## config.mk

```make
export PLATFORM = sky130hd
export DESIGN_NAME = syncfifo_prog
export DESIGN_NICKNAME = d
export VERILOG_FILES = /design/src/rtl/syncfifo_prog_pkg.sv /design/src/rtl/gnrl_dfflr.sv /design/src/rtl/syncfifo_ram.sv /design/src/rtl/syncfifo_prog.sv
export SDC_FILE = /design/constraint.sdc
export NUM_CORES = 1
export LEC_CHECK = 0
export CAP_MARGIN = 20
export CORE_MARGIN = 2
export CORE_UTILIZATION = 30
export CTS_CLUSTER_SIZE = 28
export DETAILED_ROUTE_END_ITERATION = 6
export PLACE_DENSITY = 0.57
export REMOVE_ABC_BUFFERS = 1
export SYNTH_ARGS = -nofsm -noshare
export SYNTH_HDL_FRONTEND = slang
export SYNTH_HIERARCHICAL = 1
export SYNTH_SLANG_ARGS = --single-unit
```

## constraint.sdc

```tcl
create_clock -name clk -period 3.2 [get_ports clk]
set_clock_uncertainty 0.1 [all_clocks]
set_input_delay 0.32 -clock clk [delete_from_list [all_inputs] [get_ports clk]]
set_output_delay 0.32 -clock clk [all_outputs]
set_load 0.02 [all_outputs]
```

## src/rtl/syncfifo_prog_pkg.sv

```systemverilog
`default_nettype none
// ============================================================================
// Module  : syncfifo_prog_pkg
// Purpose : Shared definitions for the programmable synchronous FIFO cell:
//           count/threshold width derivation, storage capacity and the
//           memory implementation style names.
// Ports   : none (package)
// Rev     : 1.0  initial release
// ============================================================================
package syncfifo_prog_pkg;

  localparam string RAM_STYLE_BLOCK = "block";
  localparam string RAM_STYLE_DIST  = "distributed";

  // One extra bit over the address so a completely full memory (plus the
  // FWFT output register) is representable.
  function automatic int cnt_width(input int addr_width);
    return addr_width + 1;
  endfunction

  // Words the cell can hold: the memory, plus the output register in FWFT.
  function automatic int fifo_capacity(input int addr_width, input int fwft_en);
    return (1 << addr_width) + ((fwft_en != 0) ? 1 : 0);
  endfunction

endpackage
`default_nettype wire

```

## src/rtl/gnrl_dfflr.sv

```systemverilog
`default_nettype none
// ============================================================================
// Module  : gnrl_dfflr
// Purpose : General load-enabled flop with synchronous active-high reset to 0.
// Ports   : clk  - clock
//           rst  - synchronous reset, clears qout
//           lden - load enable
//           dnxt - next value
//           qout - registered value
// Rev     : 1.1  synchronous reset added
// ============================================================================
module gnrl_dfflr #(
  parameter int DW = 1
) (
  input  logic          clk,
  input  logic          rst,
  input  logic          lden,
  input  logic [DW-1:0] dnxt,
  output logic [DW-1:0] qout
);

  always_ff @(posedge clk) begin
    if (rst) begin
      qout <= '0;
    end else if (lden) begin
      qout <= dnxt;
    end
  end

endmodule
`default_nettype wire

```

## src/rtl/syncfifo_ram.sv

```systemverilog
`default_nettype none
// ============================================================================
// Module  : syncfifo_ram
// Purpose : Simple dual-port memory, synchronous write, asynchronous read.
//           Contents are not reset.
// Ports   : clk   - clock
//           we    - write enable
//           waddr - write address
//           wdata - write data
//           raddr - read address
//           rdata - read data (combinational from raddr)
// Rev     : 1.0  initial release
// ============================================================================
module syncfifo_ram
  import syncfifo_prog_pkg::*;
#(
  parameter int    DATA_WIDTH = 8,
  parameter int    ADDR_WIDTH = 4,
  parameter string RAM_STYLE  = RAM_STYLE_DIST
) (
  input  logic                  clk,
  input  logic                  we,
  input  logic [ADDR_WIDTH-1:0] waddr,
  input  logic [DATA_WIDTH-1:0] wdata,
  input  logic [ADDR_WIDTH-1:0] raddr,
  output logic [DATA_WIDTH-1:0] rdata
);

  localparam int  DEPTH    = 1 << ADDR_WIDTH;
  localparam bit  IS_BLOCK = (RAM_STYLE == RAM_STYLE_BLOCK);

  generate
    if (IS_BLOCK) begin : g_block
      (* ram_style = "block" *) logic [DATA_WIDTH-1:0] mem [DEPTH];
      always_ff @(posedge clk) begin
        if (we) mem[waddr] <= wdata;
      end
      assign rdata = mem[raddr];
    end else begin : g_dist
      (* ram_style = "distributed" *) logic [DATA_WIDTH-1:0] mem [DEPTH];
      always_ff @(posedge clk) begin
        if (we) mem[waddr] <= wdata;
      end
      assign rdata = mem[raddr];
    end
  endgenerate

endmodule
`default_nettype wire

```

## src/rtl/syncfifo_prog.sv

```systemverilog
`default_nettype none
// ============================================================================
// Module  : syncfifo_prog
// Purpose : Single-clock FIFO with programmable almost-full/almost-empty
//           thresholds, occupancy count and sticky overflow/underflow flags.
//           FWFT_EN=1: first-word fall-through via a registered output stage.
//           FWFT_EN=0: one-cycle read latency qualified by dout_valid.
// Ports   : clk, rst             - clock, synchronous active-high reset
//           din, wr_en, full     - write side
//           rd_en, dout,
//           dout_valid, empty    - read side
//           prog_full(_th),
//           prog_empty(_th)      - threshold flags and thresholds
//           count                - words held (incl. FWFT output register)
//           overflow, underflow,
//           err_clr              - sticky error flags and their clear
// Rev     : 1.0  initial release
// ============================================================================
module syncfifo_prog
  import syncfifo_prog_pkg::*;
#(
  parameter int    DATA_WIDTH = 8,
  parameter int    ADDR_WIDTH = 4,
  parameter string RAM_STYLE  = RAM_STYLE_DIST,
  parameter int    FWFT_EN    = 1,
  localparam int   CNT_W      = cnt_width(ADDR_WIDTH)
) (
  input  logic                  clk,
  input  logic                  rst,
  input  logic [DATA_WIDTH-1:0] din,
  input  logic                  wr_en,
  output logic                  full,
  output logic                  prog_full,
  input  logic                  rd_en,
  output logic [DATA_WIDTH-1:0] dout,
  output logic                  dout_valid,
  output logic                  empty,
  output logic                  prog_empty,
  input  logic [CNT_W-1:0]      prog_full_th,
  input  logic [CNT_W-1:0]      prog_empty_th,
  output logic [CNT_W-1:0]      count,
  output logic                  overflow,
  output logic                  underflow,
  input  logic                  err_clr
);

  localparam logic [CNT_W-1:0] DEPTH_C = CNT_W'(1 << ADDR_WIDTH);
  localparam logic [CNT_W-1:0] CAP_C   = CNT_W'(fifo_capacity(ADDR_WIDTH, FWFT_EN));

  logic [CNT_W-1:0]      wptr, rptr;
  logic [DATA_WIDTH-1:0] mem_rdata;
  logic                  wr_acc, rd_acc;
  logic                  rptr_inc;   // memory word consumed this cycle
  logic                  dout_ld;    // output register loads mem[rptr]
  logic                  vld_ld, vld_nxt, vld_q;

  syncfifo_ram #(
    .DATA_WIDTH (DATA_WIDTH),
    .ADDR_WIDTH (ADDR_WIDTH),
    .RAM_STYLE  (RAM_STYLE)
  ) u_ram (
    .clk   (clk),
    .we    (wr_acc),
    .waddr (wptr[ADDR_WIDTH-1:0]),
    .wdata (din),
    .raddr (rptr[ADDR_WIDTH-1:0]),
    .rdata (mem_rdata)
  );

  generate
    if (FWFT_EN != 0) begin : g_fwft
      logic mem_empty;
      logic prefetch;
      assign mem_empty = (wptr == rptr);
      assign empty     = ~vld_q;
      assign full      = (count == CAP_C);
      assign rd_acc    = rd_en & vld_q;
      // Refill the output register whenever it is (or is about to be) free.
      assign prefetch  = ~mem_empty & (~vld_q | rd_acc);
      assign rptr_inc  = prefetch;
      assign dout_ld   = prefetch;
      assign vld_ld    = prefetch | rd_acc;
      assign vld_nxt   = prefetch;
    end else begin : g_std
      assign empty    = (count == '0);
      assign full     = (count == DEPTH_C);
      assign rd_acc   = rd_en & ~empty;
      assign rptr_inc = rd_acc;
      assign dout_ld  = rd_acc;
      // dout_valid is a single-cycle pulse following each accepted read.
      assign vld_ld   = 1'b1;
      assign vld_nxt  = rd_acc;
    end
  endgenerate

  assign wr_acc     = wr_en & ~full;
  assign dout_valid = vld_q;
  assign prog_full  = (count >= prog_full_th);
  assign prog_empty = (count <= prog_empty_th);

  gnrl_dfflr #(.DW(CNT_W)) u_wptr (
    .clk(clk), .rst(rst), .lden(wr_acc),
    .dnxt(wptr + CNT_W'(1)), .qout(wptr)
  );

  gnrl_dfflr #(.DW(CNT_W)) u_rptr (
    .clk(clk), .rst(rst), .lden(rptr_inc),
    .dnxt(rptr + CNT_W'(1)), .qout(rptr)
  );

  // Counts from the write edge, independent of when the prefetch happens.
  gnrl_dfflr #(.DW(CNT_W)) u_count (
    .clk(clk), .rst(rst), .lden(wr_acc ^ rd_acc),
    .dnxt(count + CNT_W'(wr_acc) - CNT_W'(rd_acc)), .qout(count)
  );

  gnrl_dfflr #(.DW(DATA_WIDTH)) u_dout (
    .clk(clk), .rst(rst), .lden(dout_ld),
    .dnxt(mem_rdata), .qout(dout)
  );

  gnrl_dfflr #(.DW(1)) u_vld (
    .clk(clk), .rst(rst), .lden(vld_ld),
    .dnxt(vld_nxt), .qout(vld_q)
  );

  // Sticky error flags; clear takes priority over a coincident set.
  gnrl_dfflr #(.DW(1)) u_ovf (
    .clk(clk), .rst(rst), .lden(1'b1),
    .dnxt(~err_clr & (overflow | (wr_en & full))), .qout(overflow)
  );

  gnrl_dfflr #(.DW(1)) u_udf (
    .clk(clk), .rst(rst), .lden(1'b1),
    .dnxt(~err_clr & (underflow | (rd_en & empty))), .qout(underflow)
  );

endmodule
`default_nettype wire

```

Word level (Yosys, flattened, before mapping)
Memory sizes are Yosys's and may differ from the RTL's. A register that Yosys moved wholly into a read port is not among the register bits. Cells that the tools add are included.

Bits in registers: 18. Bits in writable memories: 128. Input bits: 23. Output and inout bits: 20. Word-level logic and storage cells: 33. Memories: 1.

Memory list: u_ram.g_dist.mem (words 16, bits a word 8, rd ports 1, clocked after memory_dff 1, wr ports 1, RTL line syncfifo_ram.sv:40) `(* ram_style = "distributed" *) logic [DATA_WIDTH-1:0] mem [DEPTH];`.

$add $sub $neg: 4. Order comparisons: 2. Equality and inequality tests: 2. Mux-type cells: 2. Bitwise logic cells: 16.

Operators by type and width (count): adder 5 x 1 -> 5 bit (second input constant) (2); bitwise AND 1 bit (7); adder 5 x 1 -> 5 bit (1); equality test 5 bit (1); equality test 5 bit (second input constant) (1); >= comparator 5 bit (1); less-or-equal comparator 5 bit (1); subtractor 5 x 1 -> 5 bit (1); inverter 1 bit (4); bitwise OR 1 bit (4); 2-to-1 mux 1 bit (2); bitwise XOR 1 bit (1).

Depth between registers and ports, before layout
Gate-level depths: netlist of the first run.

Depth in word-level cells: 5. Gate-level depth with buffers: 13. Mapped depth without buffers: 13.

Hierarchy
Netlist of the first run, hierarchy kept.

Modules (own cells, without submodules): syncfifo_ram (times used 1, cells each 221, area each 4987.3 sq um); syncfifo_prog (times used 1, cells each 86, area each 633.1 sq um); gnrl_dfflr at u_count ... (times used 3, cells each 16, area each 180.2 sq um); gnrl_dfflr at u_dout (times used 1, cells each 26, area each 285.3 sq um); gnrl_dfflr at u_ovf ... (times used 3, cells each 3, area each 33.8 sq um).

Worst setup path before layout of the first run
OpenSTA, ideal clock, no wires.

Kind: register -> register. Start point: register u_count.qout[2]. End point: memory u_ram.g_dist.mem[0][0] (enable). Setup time: 0.383 ns. Data arrival time: 2.476 ns. Required time: 2.717 ns. Path slack: 0.240 ns. Stages on the path, launching flop included: 8. Buffers on the path: 0. Cells stage by stage: dfxtp_1 inv_1 ha_1 and4b_1 nand2b_1 inv_1 or3b_2 nor3_1.

Cells in the longest elaborated chain, start to end: 5.

RTL lines: start, declared (RTL line gnrl_dfflr.sv:19) `output logic [DW-1:0] qout`; start signal, assigned (RTL line gnrl_dfflr.sv:26) `qout <= dnxt;`; equality test 5 bit (RTL line syncfifo_prog.sv:76) `assign full = (count == CAP_C);`; net full (RTL line syncfifo_prog.sv:32) `output logic full,`; inverter 1 bit (RTL line syncfifo_prog.sv:96) `assign wr_acc = wr_en & ~full;`; bitwise AND 1 bit (RTL line syncfifo_prog.sv:96); net wr_acc (RTL line syncfifo_prog.sv:52) `logic wr_acc, rd_acc;`; 2-to-1 mux 1 bit (RTL line syncfifo_ram.sv:42) `if (we) mem[waddr] <= wdata;`; 2-to-1 mux 1 bit (not written as such) (RTL line syncfifo_ram.sv:42); end, declared (RTL line syncfifo_ram.sv:40).

The timed path passes the listed nets, and every way through them passes these cells.

Final worst setup path of the first run
Start point: register u_count.qout[3]. End point: register u_count.qout[4].

Cells in the longest elaborated chain, start to end: 5.

RTL lines: equality test 5 bit (RTL line syncfifo_prog.sv:76); inverter 1 bit (RTL line syncfifo_prog.sv:96); bitwise AND 1 bit (RTL line syncfifo_prog.sv:96); adder 5 x 1 -> 5 bit (RTL line syncfifo_prog.sv:114) `.dnxt(count + CNT_W'(wr_acc) - CNT_W'(rd_acc)), .qout(count)`; subtractor 5 x 1 -> 5 bit (RTL line syncfifo_prog.sv:114).

Several ways; a longest one is shown, not always the timed one. A chain may end at the register's enable or synchronous reset.

==> results of run 1 <==
[cell type report]
cell class / instances / area, um^2 / area share (%)
Timing Repair Buffer: 64 / 598 / 7.52
Tap cell: 280 / 350 / 4.41
Inverter: 20 / 75.1 / 0.944
Multi-Input combinational cell: 202 / 1980 / 24.9
Sequential cell: 154 / 4370 / 54.9
Clock buffer: 18 / 429 / 5.40
Clock inverter: 14 / 149 / 1.87
[synth_stat cells, types with 2 or more instances]
library cell       n
mux2i_1           26
nand2_1           10
nand4_1            2
xor2_1            10
a21o_1             3
nand3b_1           2
ha_1              18
and2_1             2
nor2_1            43
buf_6              7
mux4_1            14
inv_1             20
buf_2              3
dfxtp_1           26
nor3_1             5
nand2b_1           3
a21oi_1            8
xnor2_1            5
nand3_1            5
a22oi_1           16
edfxtp_1         128
mux4_2            18
clkdlybuf4s25_2    3
[per-layer routing]
metal  GRT usage [%]  up-vias  share of wire, %
li1                -     1649                 -
met1            16.4     1778                47
met2            18.7       71                47
met3            3.08       10               4.9
met4            4.03        0              0.74
met5               0        -                 0
[through the flow]
| step | area (um^2) | setup TNS (ps) | util [%] | worst slack, ps | power (mW) |
|---|---|---|---|---|---|
| CTS | 7950 | 0 | 36.8 | 124 | 5.90 |
| floorplan | 6420 | -344 | - | -34.8 | 3.42 |
| detailed placement | 7370 | 0 | 34.1 | 140 | 3.95 |
| finish | 7950 | 0 | 36.8 | 233 | 5.83 |
| global placement | 7370 | 0 | 34.1 | 298 | 3.91 |
| global route | 7950 | 0 | 36.8 | 50.6 | 6.11 |
[sequential cells by signal, indices dropped and copies added, names as in the netlist]
name              flops
u_ovf/qout            1
u_rptr/qout           5
u_count/qout          5
u_ram/g_dist.mem    128
u_vld/qout            1
u_udf/qout            1
u_dout/qout           8
u_wptr/qout           5
[worst max path at each step]
stage                               start  cells past startpoint               to
after floorplan            u_rptr/qout[0]                      5   u_rptr/qout[0]
after global placement    u_count/qout[3]                     13  u_count/qout[4]
after detailed placement  u_count/qout[3]                     13  u_count/qout[4]
after CTS                 u_count/qout[3]                     13  u_count/qout[4]
after global routing      u_count/qout[3]                     13  u_count/qout[4]
final                     u_count/qout[3]                     13  u_count/qout[4]
[power by group]
part	leakage (nW)	switching (mW)	total (mW)	internal (mW)
logic	1.19	0.753	1.51	0.760
clock network	0.274	0.791	1.94	1.15
registers	1.37	0.109	2.38	2.27
total	2.84	1.65	5.83	4.18
[worst reg2reg max path: stages (launching register included)]
cell and delay, ps:
dfxtp_2 380, inv_1 80, ha_1 190, and4b_1 230, nand2b_1 170, ha_1 280, inv_1 130, ha_1 250
fa_1 410, a21oi_1 140, o21bai_1 90, xnor2_1 140, mux2i_1 160, nor2_1 60
[cell families after synthesis]
family | Yosys count | synth area share, %
flops | 154 | 66.7
simple gates | 76 | 5.20
mux | 58 | 15.8
buf+inv | 35 | 3.21
compound gates | 32 | 3.34
fa+ha+maj | 19 | 3.75
xor+xnor | 15 | 2.01
other cells | 1 | 0.0573
==> impl_metrics.py, run 1 <==
metrics = {
    "detailed_routing": {
        "drt_pass1_iterations": 4,
        "drtAntennaViolNets": 0,
        "routed_wl_um": 13000,
        "wl_per_cell_um": 17.3,
        "vias": 3508,
        "vias_per_cell": 4.66,
        "drt_iter0_drc": 246,
        "drc": 0,
    },
    "sta": {
        "report.final.slew_viol_count": 0,
        "fmax_mhz": 337,
        "timing.hold.ws_ps": 400,
        "period_minus_slack_ps": 2970,
        "worstMarginPinSlew_ps": 1080,
        "finalHoldViolCount": 0,
        "rsz0062_at_grt": "no",
        "finalSetupViolations": 0,
        "slew_headroom_pct": 27.7,
        "period_share_pct": 92.7,
    },
    "critical_path": {
        "cp-start-kind": "flip-flop",
        "path_buf_inv": 2,
        "r2r_cells": 13,
        "regToRegSetupSlack_ps": 230,
        "crit_chain": "inv_1 -> ha_1 -> and4b_1 -> nand2b_1 -> ha_1 -> inv_1 -> ha_1 -> fa_1 -> a21oi_1 -> o21bai_1 -> xnor2_1 -> mux2i_1 -> nor2_1",
        "crit_path_max_fanout": 6,
        "cp_slowest_stage_delay_ps": 410,
        "reg2reg_from": "u_count/qout[3]",
        "cp_top_family": "adder cells",
        "reg2reg_to": "u_count/qout[4]",
        "crit_type": "reg -> reg",
        "end_kind": "flip-flop",
        "cp.arrival_ps": 3130,
        "cp_common_cell": "ha_1",
        "slowest_stage": "fa_1",
        "worstPathRequired_ps": 3370,
    },
    "synthesis": {
        "ys_types": 36,
        "ys.flop_type": "edfxtp_1",
        "yosys_register_bits": 154,
        "netlist.area_leader.share_pct": 58.7,
        "avgSynthCellArea_um2": 16.8,
        "synth_top_cells_by_area": "edfxtp_1 59%, dfxtp_1 7.9%, mux4_2 6.2%",
        "netlist_area_um2": 6550,
        "synth_top_area_cell": "edfxtp_1",
        "yosys_warnings": 6,
        "async_reset_ff_share_pct": 0,
        "yosysSeqAreaShare_pct": 66.7,
        "postSynthCellCount": 390,
        "synth_edf_count": 128,
    },
    "finish": {
        "layout.cells.non_filler": 752,
        "drive_gt1_share_pct": 15.7,
        "diodes": 0,
        "mostFrequentLayoutCells": "128 x edfxtp_1, 43 x nor2_1, 42 x clkdlybuf4s50_1",
        "area_delta_synth_final_pct": 21.4,
        "fin_nets": 501,
        "nFillCells": 2017,
        "layout_commonest_cell": "edfxtp_1",
    },
    "global_routing": {
        "grt_pass1_wl_um": 20100,
        "grt_max_degree": 27,
        "grtUsageTotal_pct": 12.0,
        "overflow": 0,
        "grt_pass1_vias": 3498,
        "antenna_found_initial": 0,
    },
    "status": {
        "run_status": "completed",
    },
    "clock_tree": {
        "root_buffer": "clkbuf_16",
        "numCtsBuffers": 17,
        "clkSinkCount": 154,
        "worstSkewPairLatency_ps": 420,
        "cts_tree": "built",
        "post_cts_buffers": 0,
        "cts_buffer_depth": 2,
        "ctsResizeCount": 0,
        "ctsHtreeMaxLevel": 4,
        "clk_pin_slew_ps": 60,
        "holdBufCountCts": 0,
    },
    "min_path": {
        "holdPathStages": 2,
        "whs_endpoint": "u_dout/qout[1]",
        "min_path_type": "reg -> reg",
        "hold_path_startpoint": "u_dout/qout[1]",
    },
    "die": {
        "rows": 54,
        "io_pins": 43,
        "core_area_um2": 21600,
        "die-area_um2": 23000,
        "die_x_um": 152,
        "start_util_pct": 30.3,
        "die_y_um": 152,
    },
    "place": {
        "place_hpwl_um": 8520,
        "gp_congestion": 0.764,
        "placed_cells_incl_taps": 720,
        "io_buffers": 42,
    },
    "power_and_ir_drop": {
        "power.density_nw_per_um2": 734,
        "ir_drop_mv": 0.392,
        "p_leak_nw": 2.84,
    },
    "job": {
        "cap_violations": 0,
    },
}
Note: power is estimated with default switching activity, not from simulation.
==> run 2: changes to the inputs <==
CAP_MARGIN = default   (was 20)
==> results of run 2 <==
No change in the layout: final DEF, timing and power equal those of run 1.
==> run 3: changes to the inputs <==
GPL_TIMING_DRIVEN = 0   (was default)
PLACE_DENSITY = default   (was 0.57)
==> run 3 against run 2 <==
- non-clock buffer count shrank 18
- fmax decreased by 0.26%
- clock power barely moved
- global-route usage decreased by 0.42 points
- sequential share of layout area grew 0.54 points
- sequential cell count stayed put
- worst hold slack lost 7.2 ps
- clock-buffer cell count rose by 2
- critical path depth unchanged
==> impl_metrics.py, run 3 (synthesized netlist as in run 1, its figures left out) <==
metrics = {
    "global_routing": {
        "grt_use_met3_pct": 3.65,
        "grtUsageTotal_pct": 11.6,
        "overflow": 0,
        "globalRouteMet1Util_pct": 14.8,
        "top_usage_layer": "met2",
        "antenna_found_initial": 0,
        "grt_pass1_wl_um": 19500,
        "grt_pass1_vias": 3563,
        "grt_max_degree": 37,
        "grt_use_met2_pct": 19.1,
    },
    "detailed_routing": {
        "drc": 0,
        "wl_per_cell_um": 17.2,
        "drt_iter0_drc": 196,
        "drtAntennaViolNets": 0,
        "drt_pass1_iterations": 4,
        "vias_per_cell": 4.73,
        "vias": 3472,
        "routed_wl_um": 12600,
    },
    "critical_path": {
        "regToRegSetupSlack_ps": 220,
        "slowest_stage": "fa_1",
        "crit_chain": "inv_1 -> ha_1 -> and4b_1 -> nand2b_1 -> ha_1 -> inv_1 -> ha_1 -> fa_1 -> a21oi_2 -> o21bai_1 -> xnor2_1 -> mux2i_1 -> nor2_1",
        "worstPathRequired_ps": 3360,
        "cp.arrival_ps": 3130,
        "cp_slowest_stage_delay_ps": 420,
        "reg2reg_from": "u_count/qout[2]",
        "crit_path_max_fanout": 6,
        "cp-start-kind": "flip-flop",
        "end_kind": "flip-flop",
        "critPathLaunch": "u_count/qout[2]",
        "cp_common_cell": "ha_1",
        "crit_type": "reg -> reg",
    },
    "sta": {
        "slew_headroom_pct": 32.1,
        "fmax_mhz": 336,
        "report.final.slew_viol_count": 0,
        "finalSetupViolations": 0,
        "finalHoldViolCount": 0,
        "timing.hold.ws_ps": 393,
        "period_share_pct": 93.0,
        "period_minus_slack_ps": 2980,
        "worstMarginPinSlew_ps": 1010,
        "rsz0062_at_grt": "no",
        "fin_ws_ps": 225,
    },
    "finish": {
        "drive_gt1_share_pct": 13.7,
        "layout_commonest_cell": "edfxtp_1",
        "nFillCells": 2000,
        "fin_util_pct": 36.4,
        "fin_nets": 483,
        "mostFrequentLayoutCells": "128 x edfxtp_1, 42 x clkdlybuf4s50_1, 40 x nor2_1",
        "stdcell_area_um2": 7880,
        "diodes": 0,
        "top_regs": "u_ram/g_dist.mem (128), u_dout/qout (8)",
        "area_delta_synth_final_pct": 20.3,
        "largest_register_ffs": 128,
        "largest_register": "u_ram/g_dist.mem",
    },
    "min_path": {
        "hold_path_startpoint": "u_dout/qout[6]",
        "min_path_type": "reg -> reg",
    },
    "clock_tree": {
        "cts_buffer_depth": 2,
        "clkSinkCount": 154,
        "clk_pin_slew_ps": 60,
        "ctsHtreeMaxLevel": 4,
        "root_buffer": "clkbuf_16",
        "numCtsBuffers": 17,
        "worstSkewPairLatency_ps": 410,
        "holdBufCountCts": 0,
        "cts_tree": "built",
    },
    "job": {
        "cap_violations": 0,
    },
    "power_and_ir_drop": {
        "p_leak_nw": 2.75,
        "p_sw_share_pct": 27.5,
        "pwr-share-comb_pct": 24.4,
        "ir_drop_mv": 0.372,
        "pwr-share-seq_pct": 42.2,
        "fin_total_pwr_mw": 5.87,
        "power_switching_mw": 1.61,
        "p_int_mw": 4.26,
        "clock_power_share_pct": 33.4,
        "power.density_nw_per_um2": 746,
    },
    "place": {
        "gp_congestion": 0.749,
        "pre_cts_slack_ps": -487,
        "io_buffers": 42,
        "place_hpwl_um": 8410,
        "place_area_um2": 7240,
    },
    "status": {
        "run_status": "completed",
    },
    "die": {
        "io_pins": 43,
        "rows": 54,
        "start_util_pct": 30.3,
        "die-area_um2": 23000,
        "die_y_um": 152,
        "core_area_um2": 21600,
        "die_x_um": 152,
    },
}
run 3: changes by cell type in the layout (fill, tap and decap cells not counted), moves of 3 or more:
cell      previous run  this run
nor2_1              43        40
nor3_1               5         2
clkinv_4             4         0
nor2_2               0         3
buf_4               21         1
run 3: final timing paths:
path,end,cells past startpoint
worst min register to register,u_dout/qout[6],2
worst max-delay path,u_count/qout[4],13
worst max register to register,u_count/qout[4],13
worst min-delay path,u_dout/qout[6],2
run 3: power groups by stage:
| stage | Sequential [mW] | Clock [mW] | Combinational (mW) |
|---|---|---|---|
| 4_1_cts | 2.49 | 2.00 | 1.43 |
| 2_1_floorplan | 2.54 | 0 | 0.884 |
| 3_5_place_dp | 2.53 | 0 | 1.42 |
| 5_1_grt | 2.51 | 2.09 | 1.55 |
| 3_3_place_gp | 2.57 | 0 | 1.30 |
| 6_report | 2.48 | 1.96 | 1.43 |
run 3: stage by stage:
stage | setup TNS, ps | cells
5_1_grt | 0 | 734
4_1_cts | -530 | 733
6_report | 0 | 734
3_3_place_gp | -21330 | 698
2_1_floorplan | -344 | 376
3_5_place_dp | -4870 | 701
run 3: critical path, delay by kind of cell, from the launching register on:
family / cells / cell delay (ps)
fa+ha+maj: 4 / 1150
simple gates: 3 / 460
flops: 1 / 390
compound gates: 2 / 230
buf+inv: 2 / 220
xor+xnor: 1 / 130
mux: 1 / 130
run 3: timing repair:
| action | CTS | global route |
|---|---|---|
| resized for setup | 4 | 5 |
| setup buffers | 0 | 1 |
| pin swaps | 0 | 1 |
| cloned | 0 | 0 |
| setup endpoints to repair | 40 | 38 |
run 3: area by class of cell:
cell class                 instances  area (um^2)  area share, %
clock buffer                      20          437           5.54
sequential                       154         4370           55.5
multi-input combinational        202         2010           25.6
inverter                          20         75.1          0.953
clock inverter                    12          149           1.89
timing repair buffer              46          483           6.13
tap                              280          350           4.45
run 3: metal layers:
metal / part of all wire, % / vias to the layer above
li1: - / 1610
met4: 0.56 / 0
met2: 50 / 81
met1: 45 / 1772
met3: 5.1 / 9
met5: 0 / -
==> edit 1 (settings of run 1) <==
The parameter `FWFT_EN` goes from 1 to 0. Comments in the files are not updated.
--- a/src/rtl/syncfifo_prog.sv
+++ b/src/rtl/syncfifo_prog.sv
@@ -22,7 +22,7 @@
   parameter int    DATA_WIDTH = 8,
   parameter int    ADDR_WIDTH = 4,
   parameter string RAM_STYLE  = RAM_STYLE_DIST,
-  parameter int    FWFT_EN    = 1,
+  parameter int    FWFT_EN    = 0,
   localparam int   CNT_W      = cnt_width(ADDR_WIDTH)
 ) (
   input  logic                  clk,
Check against the original RTL: not equivalent (Yosys sat finds a counterexample within 4 cycles, from zero or initial values and one cycle with rst high).
==> edit 1 against run 1 <==
  * Final area decreased by 1.1%
  * Critical path depth decreased by 6
  * Die area down 1.7%
  * Wire length rose by 0.77%
  * Maximum frequency grew 3.4%
  * Global-route usage rose by 0.40 points
  * Setup slack improved by 0.097 ns
  * Power grew 1.4%
  * Sequential cell count decreased by 2
  * Count of clock-buffer cells in the layout grew 2
  * Combinational power grew 6%
  * Area after synthesis decreased by 1.7%
  * Critical path type is now flop to output port
==> edit 1: results <==
placed_design:
  gp_congestion: 0.7314
  placed_cells: 704
  dp_slack_ns: 0.4505
  placed_area_um2: 7286
  dp_hpwl_mm: 8.660
global_route:
  grt_start_max_net_pins: 36
  grt_pass1_wl_mm: 20.09
worst_hold_path:
  hold_end: "u_dout/qout[2]"
  holdCritStartpoint: "u_dout/qout[2]"
drt:
  drt_wl_total_mm: 13.15
  drt_iter0_drc: 225
  via_count: 3414
power:
  power.leakage_uw: 0.002744
  ir_drop_uv: 397.4
clock_tree:
  post_cts_resized: 0
synthesis:
  syn_area_per_cell_um2: 17.30
outcome:
  status: "complete, no violations"
worst_setup_path:
  crit_arrival_ns: 2.45
  path_max_fanout: 5
  r2r_cells: 15
  reg2reg_from: "u_count/qout[2]"
layout:
  largestRegisters: "u_ram/g_dist.mem: 128 flops, u_dout/qout: 8 flops, u_count/qout: 5 flops"
  layout-drive-gt1-share_pct: 18.00
  nets: 490
  n_fill_cell: 1941
  final_cells: 736
## edit 1: area by class of cell
cell class | count | area [um^2] | share of cell area (%)
flip-flops and latches | 152 | 4325 | 55.03
clock inverters | 12 | 127.6 | 1.624
clock buffers | 20 | 446.7 | 5.683
repair buffers | 70 | 630.6 | 8.023
inverters | 21 | 78.83 | 1.003
multi-input cells | 186 | 1907 | 24.26
well taps | 275 | 344.1 | 4.378
## edit 1: worst max path at each step
stage | startpoint | end | slack (ns)
after detailed placement | u_count/qout[3] | u_count/qout[4] | 0.45
final | u_count/qout[0] | prog_full | 0.33
after CTS | u_count/qout[0] | prog_full | 0.29
after global placement | u_count/qout[2] | u_count/qout[4] | 0.48
after global routing | u_count/qout[3] | u_count/qout[4] | 0.17
after floorplan | u_count/qout[2] | u_count/qout[4] | -0.58
## edit 1: layer usage
metal	global-route usage [%]	part of all wire, %	wire [um]
met3	3.818	4.9	644
met4	3.396	0.68	89
met2	20.41	50	6535
met1	15.92	45	5877
met5	0	0	0
## edit 1: power groups by stage
stage | Sequential, uW | Combinational [uW] | Clock, uW
2_1_floorplan | 2540 | 972 | 0
3_3_place_gp | 2430 | 1600 | 0
3_5_place_dp | 2440 | 1620 | 0
4_1_cts | 2400 | 1630 | 1970
5_1_grt | 2410 | 1770 | 2060
6_report | 2390 | 1600 | 1920
## edit 1: critical path: stages, from the launching register on
cell             delay, ns
dfxtp_1               0.44
inv_1                 0.14
ha_1                  0.29
nand2b_4              0.14
a211oi_2              0.21
o21bai_1              0.09
a21o_1                0.19
clkdlybuf4s50_1       0.54
## edit 1: stage by stage
| stage | TNS, ns | hold slack, ns |
|---|---|---|
| floorplan | -1.464 | 0.2924 |
| global placement | 0 | 0.3811 |
| detailed placement | 0 | 0.3973 |
| CTS | 0 | 0.4116 |
| global route | 0 | 0.4606 |
| finish | 0 | 0.4051 |
==> edit 2 (flow settings as in run 1) <==
Without the edit above. Register the output `count`, without a reset; this adds one clock of latency there. The other outputs are not delayed to match.
--- a/src/rtl/syncfifo_prog.sv
+++ b/src/rtl/syncfifo_prog.sv
@@ -47,6 +47,8 @@
   localparam logic [CNT_W-1:0] DEPTH_C = CNT_W'(1 << ADDR_WIDTH);
   localparam logic [CNT_W-1:0] CAP_C   = CNT_W'(fifo_capacity(ADDR_WIDTH, FWFT_EN));
 
+  logic [CNT_W-1:0] count_d;
+
   logic [CNT_W-1:0]      wptr, rptr;
   logic [DATA_WIDTH-1:0] mem_rdata;
   logic                  wr_acc, rd_acc;
@@ -73,7 +75,7 @@
       logic prefetch;
       assign mem_empty = (wptr == rptr);
       assign empty     = ~vld_q;
-      assign full      = (count == CAP_C);
+      assign full      = (count_d == CAP_C);
       assign rd_acc    = rd_en & vld_q;
       // Refill the output register whenever it is (or is about to be) free.
       assign prefetch  = ~mem_empty & (~vld_q | rd_acc);
@@ -82,8 +84,8 @@
       assign vld_ld    = prefetch | rd_acc;
       assign vld_nxt   = prefetch;
     end else begin : g_std
-      assign empty    = (count == '0);
-      assign full     = (count == DEPTH_C);
+      assign empty    = (count_d == '0);
+      assign full     = (count_d == DEPTH_C);
       assign rd_acc   = rd_en & ~empty;
       assign rptr_inc = rd_acc;
       assign dout_ld  = rd_acc;
@@ -95,8 +97,8 @@
 
   assign wr_acc     = wr_en & ~full;
   assign dout_valid = vld_q;
-  assign prog_full  = (count >= prog_full_th);
-  assign prog_empty = (count <= prog_empty_th);
+  assign prog_full  = (count_d >= prog_full_th);
+  assign prog_empty = (count_d <= prog_empty_th);
 
   gnrl_dfflr #(.DW(CNT_W)) u_wptr (
     .clk(clk), .rst(rst), .lden(wr_acc),
@@ -111,7 +113,7 @@
   // Counts from the write edge, independent of when the prefetch happens.
   gnrl_dfflr #(.DW(CNT_W)) u_count (
     .clk(clk), .rst(rst), .lden(wr_acc ^ rd_acc),
-    .dnxt(count + CNT_W'(wr_acc) - CNT_W'(rd_acc)), .qout(count)
+    .dnxt(count_d + CNT_W'(wr_acc) - CNT_W'(rd_acc)), .qout(count_d)
   );
 
   gnrl_dfflr #(.DW(DATA_WIDTH)) u_dout (
@@ -135,6 +137,10 @@
     .dnxt(~err_clr & (underflow | (rd_en & empty))), .qout(underflow)
   );
 
+  always_ff @(posedge clk) begin
+      count <= count_d;
+  end
+
 endmodule
 `default_nettype wire
 
Behaviour: not the same (a bounded check fails within 4 cycles, from zero or initial values and one cycle with rst high).
==> edit 2 against run 1 <==
  * Power increased by 4.9%
  * Area after synthesis up 1.5%
  * Setup slack better by 0.13 ns
  * Wire length fell by 4.1%
  * Final area increased by 2.0%
  * Sequential cell count rose by 5
  * Via count increased by 0.26%
==> edit 2: results <==
layout:
  layout-drive-gt1-share_pct: 15.09
  n_all_buffers: 64
  design.seq.count: 159
  layout.non_clock_inverters: 20
  buf_share_pct: 7.377
  clock_cell_area_share_pct: 7.870
  regArea_um2: 4466
  multiInputGateArea_um2: 1981
  largestRegisters: "u_ram/g_dist.mem: 128 flops, u_dout/qout: 8 flops"
  nets: 506
  multi_input_cells: 202
  num-clock-buffers: 24
synthesis:
  netlist_top_cells_area: "edfxtp_1 58%, dfxtp_1 9.3%, mux4_2 6.1%, mux4_1 5.5%, mux2i_1 3.9%"
  synth-edff-count: 128
  ys_types: 36
  synth-xor-area-share_pct: 1.976
  yosys-top-cells-count: "128 x edfxtp_1, 43 x nor2_1, 31 x dfxtp_1, 26 x mux2i_1, 20 x inv_1"
  synth_ff_type: "edfxtp_1"
  synth_compound_area_share_pct: 3.294
  yosysSeqAreaShare_pct: 67.16
  ys_warn_count: 6
  synthArstFlopShare_pct: 0
  synthMuxAreaShare_pct: 15.55
  yosys.area_share.adder_pct: 3.689
  synth_top_family_by_area: "multiplexers"
drt:
  drt-met1-wl_mm: 5.723
  avgViaCountPerCell: 4.646
  wl_met2_mm: 6.170
  firstDrtPassIters: 4
  drt_wl_total_mm: 12.51
  wl_met3_um: 533
  routed.top_layer: "met4"
  drt_iter0_drc: 236
global_route:
  grt_start_max_net_pins: 38
  grt_pass1_vias: 3620
  grt_use_total_pct: 11.29
  grt_pass1_wl_mm: 19.93
power:
  clock_power_uw: 2120
  seq_power_uw: 2420
  power.leakage_uw: 0.002917
  ir_drop_uv: 315.2
  netSwitchingFraction_pct: 27.38
floorplanning:
  n_tap_cell: 280
placed_design:
  gp_congestion: 0.7125
  dp_hpwl_mm: 8.398
  placed_area_um2: 7470
  dp_slack_ns: 0.3488
  port-buffer-count: 42
clock_tree:
  clk_pin_slew_worst_paths_ns: 0.06
  cts_buffers: 17
  clockBufferDepth: 2
  clock_insertion_delay_worst_skew_ns: 0.42
  root_buffer: "clkbuf_16"
timing:
  slew_headroom_pct: 30.96
worst_setup_path:
  slowest_stage: "fa_1"
  path_max_fanout: 6
  crit_arrival_ns: 2.99
worst_hold_path:
  min_path_type: "flop to flop"
outcome:
  status: "complete, no violations"
[edit 2: cell types whose count changed in the layout (fill, tap and decap cells not counted), sizes merged]
cell,delta
clkbuf,+6
dfxtp,+5
inv,+2
clkinv,-5
clkinvlp,-3
[edit 2: final timing paths]
check / start / to / slack, ns / depth (start not counted)
max: u_count/qout[2] / u_count/qout[4] / 0.36 / 13
min: u_count/qout[0] / count[0] / 0.32 / 0
max reg2reg: u_count/qout[2] / u_count/qout[4] / 0.36 / 13
min reg2reg: u_count/qout[0] / count[0] / 0.32 / 0
[edit 2: through the flow]
step | cells | util (%) | power (uW)
finish | 757 | 37.27 | 6118
global route | 757 | 37.27 | 6409
CTS | 757 | 37.27 | 6186
detailed placement | 725 | 34.33 | 4061
global placement | 725 | 34.33 | 4024
floorplan | 381 | - | 3521
[edit 2: layer usage]
metal  vias up  GRT usage, %
met1      1764         14.73
met2        81         18.32
met5         -             0
li1       1660             -
met4         0         3.351
met3        12         3.317
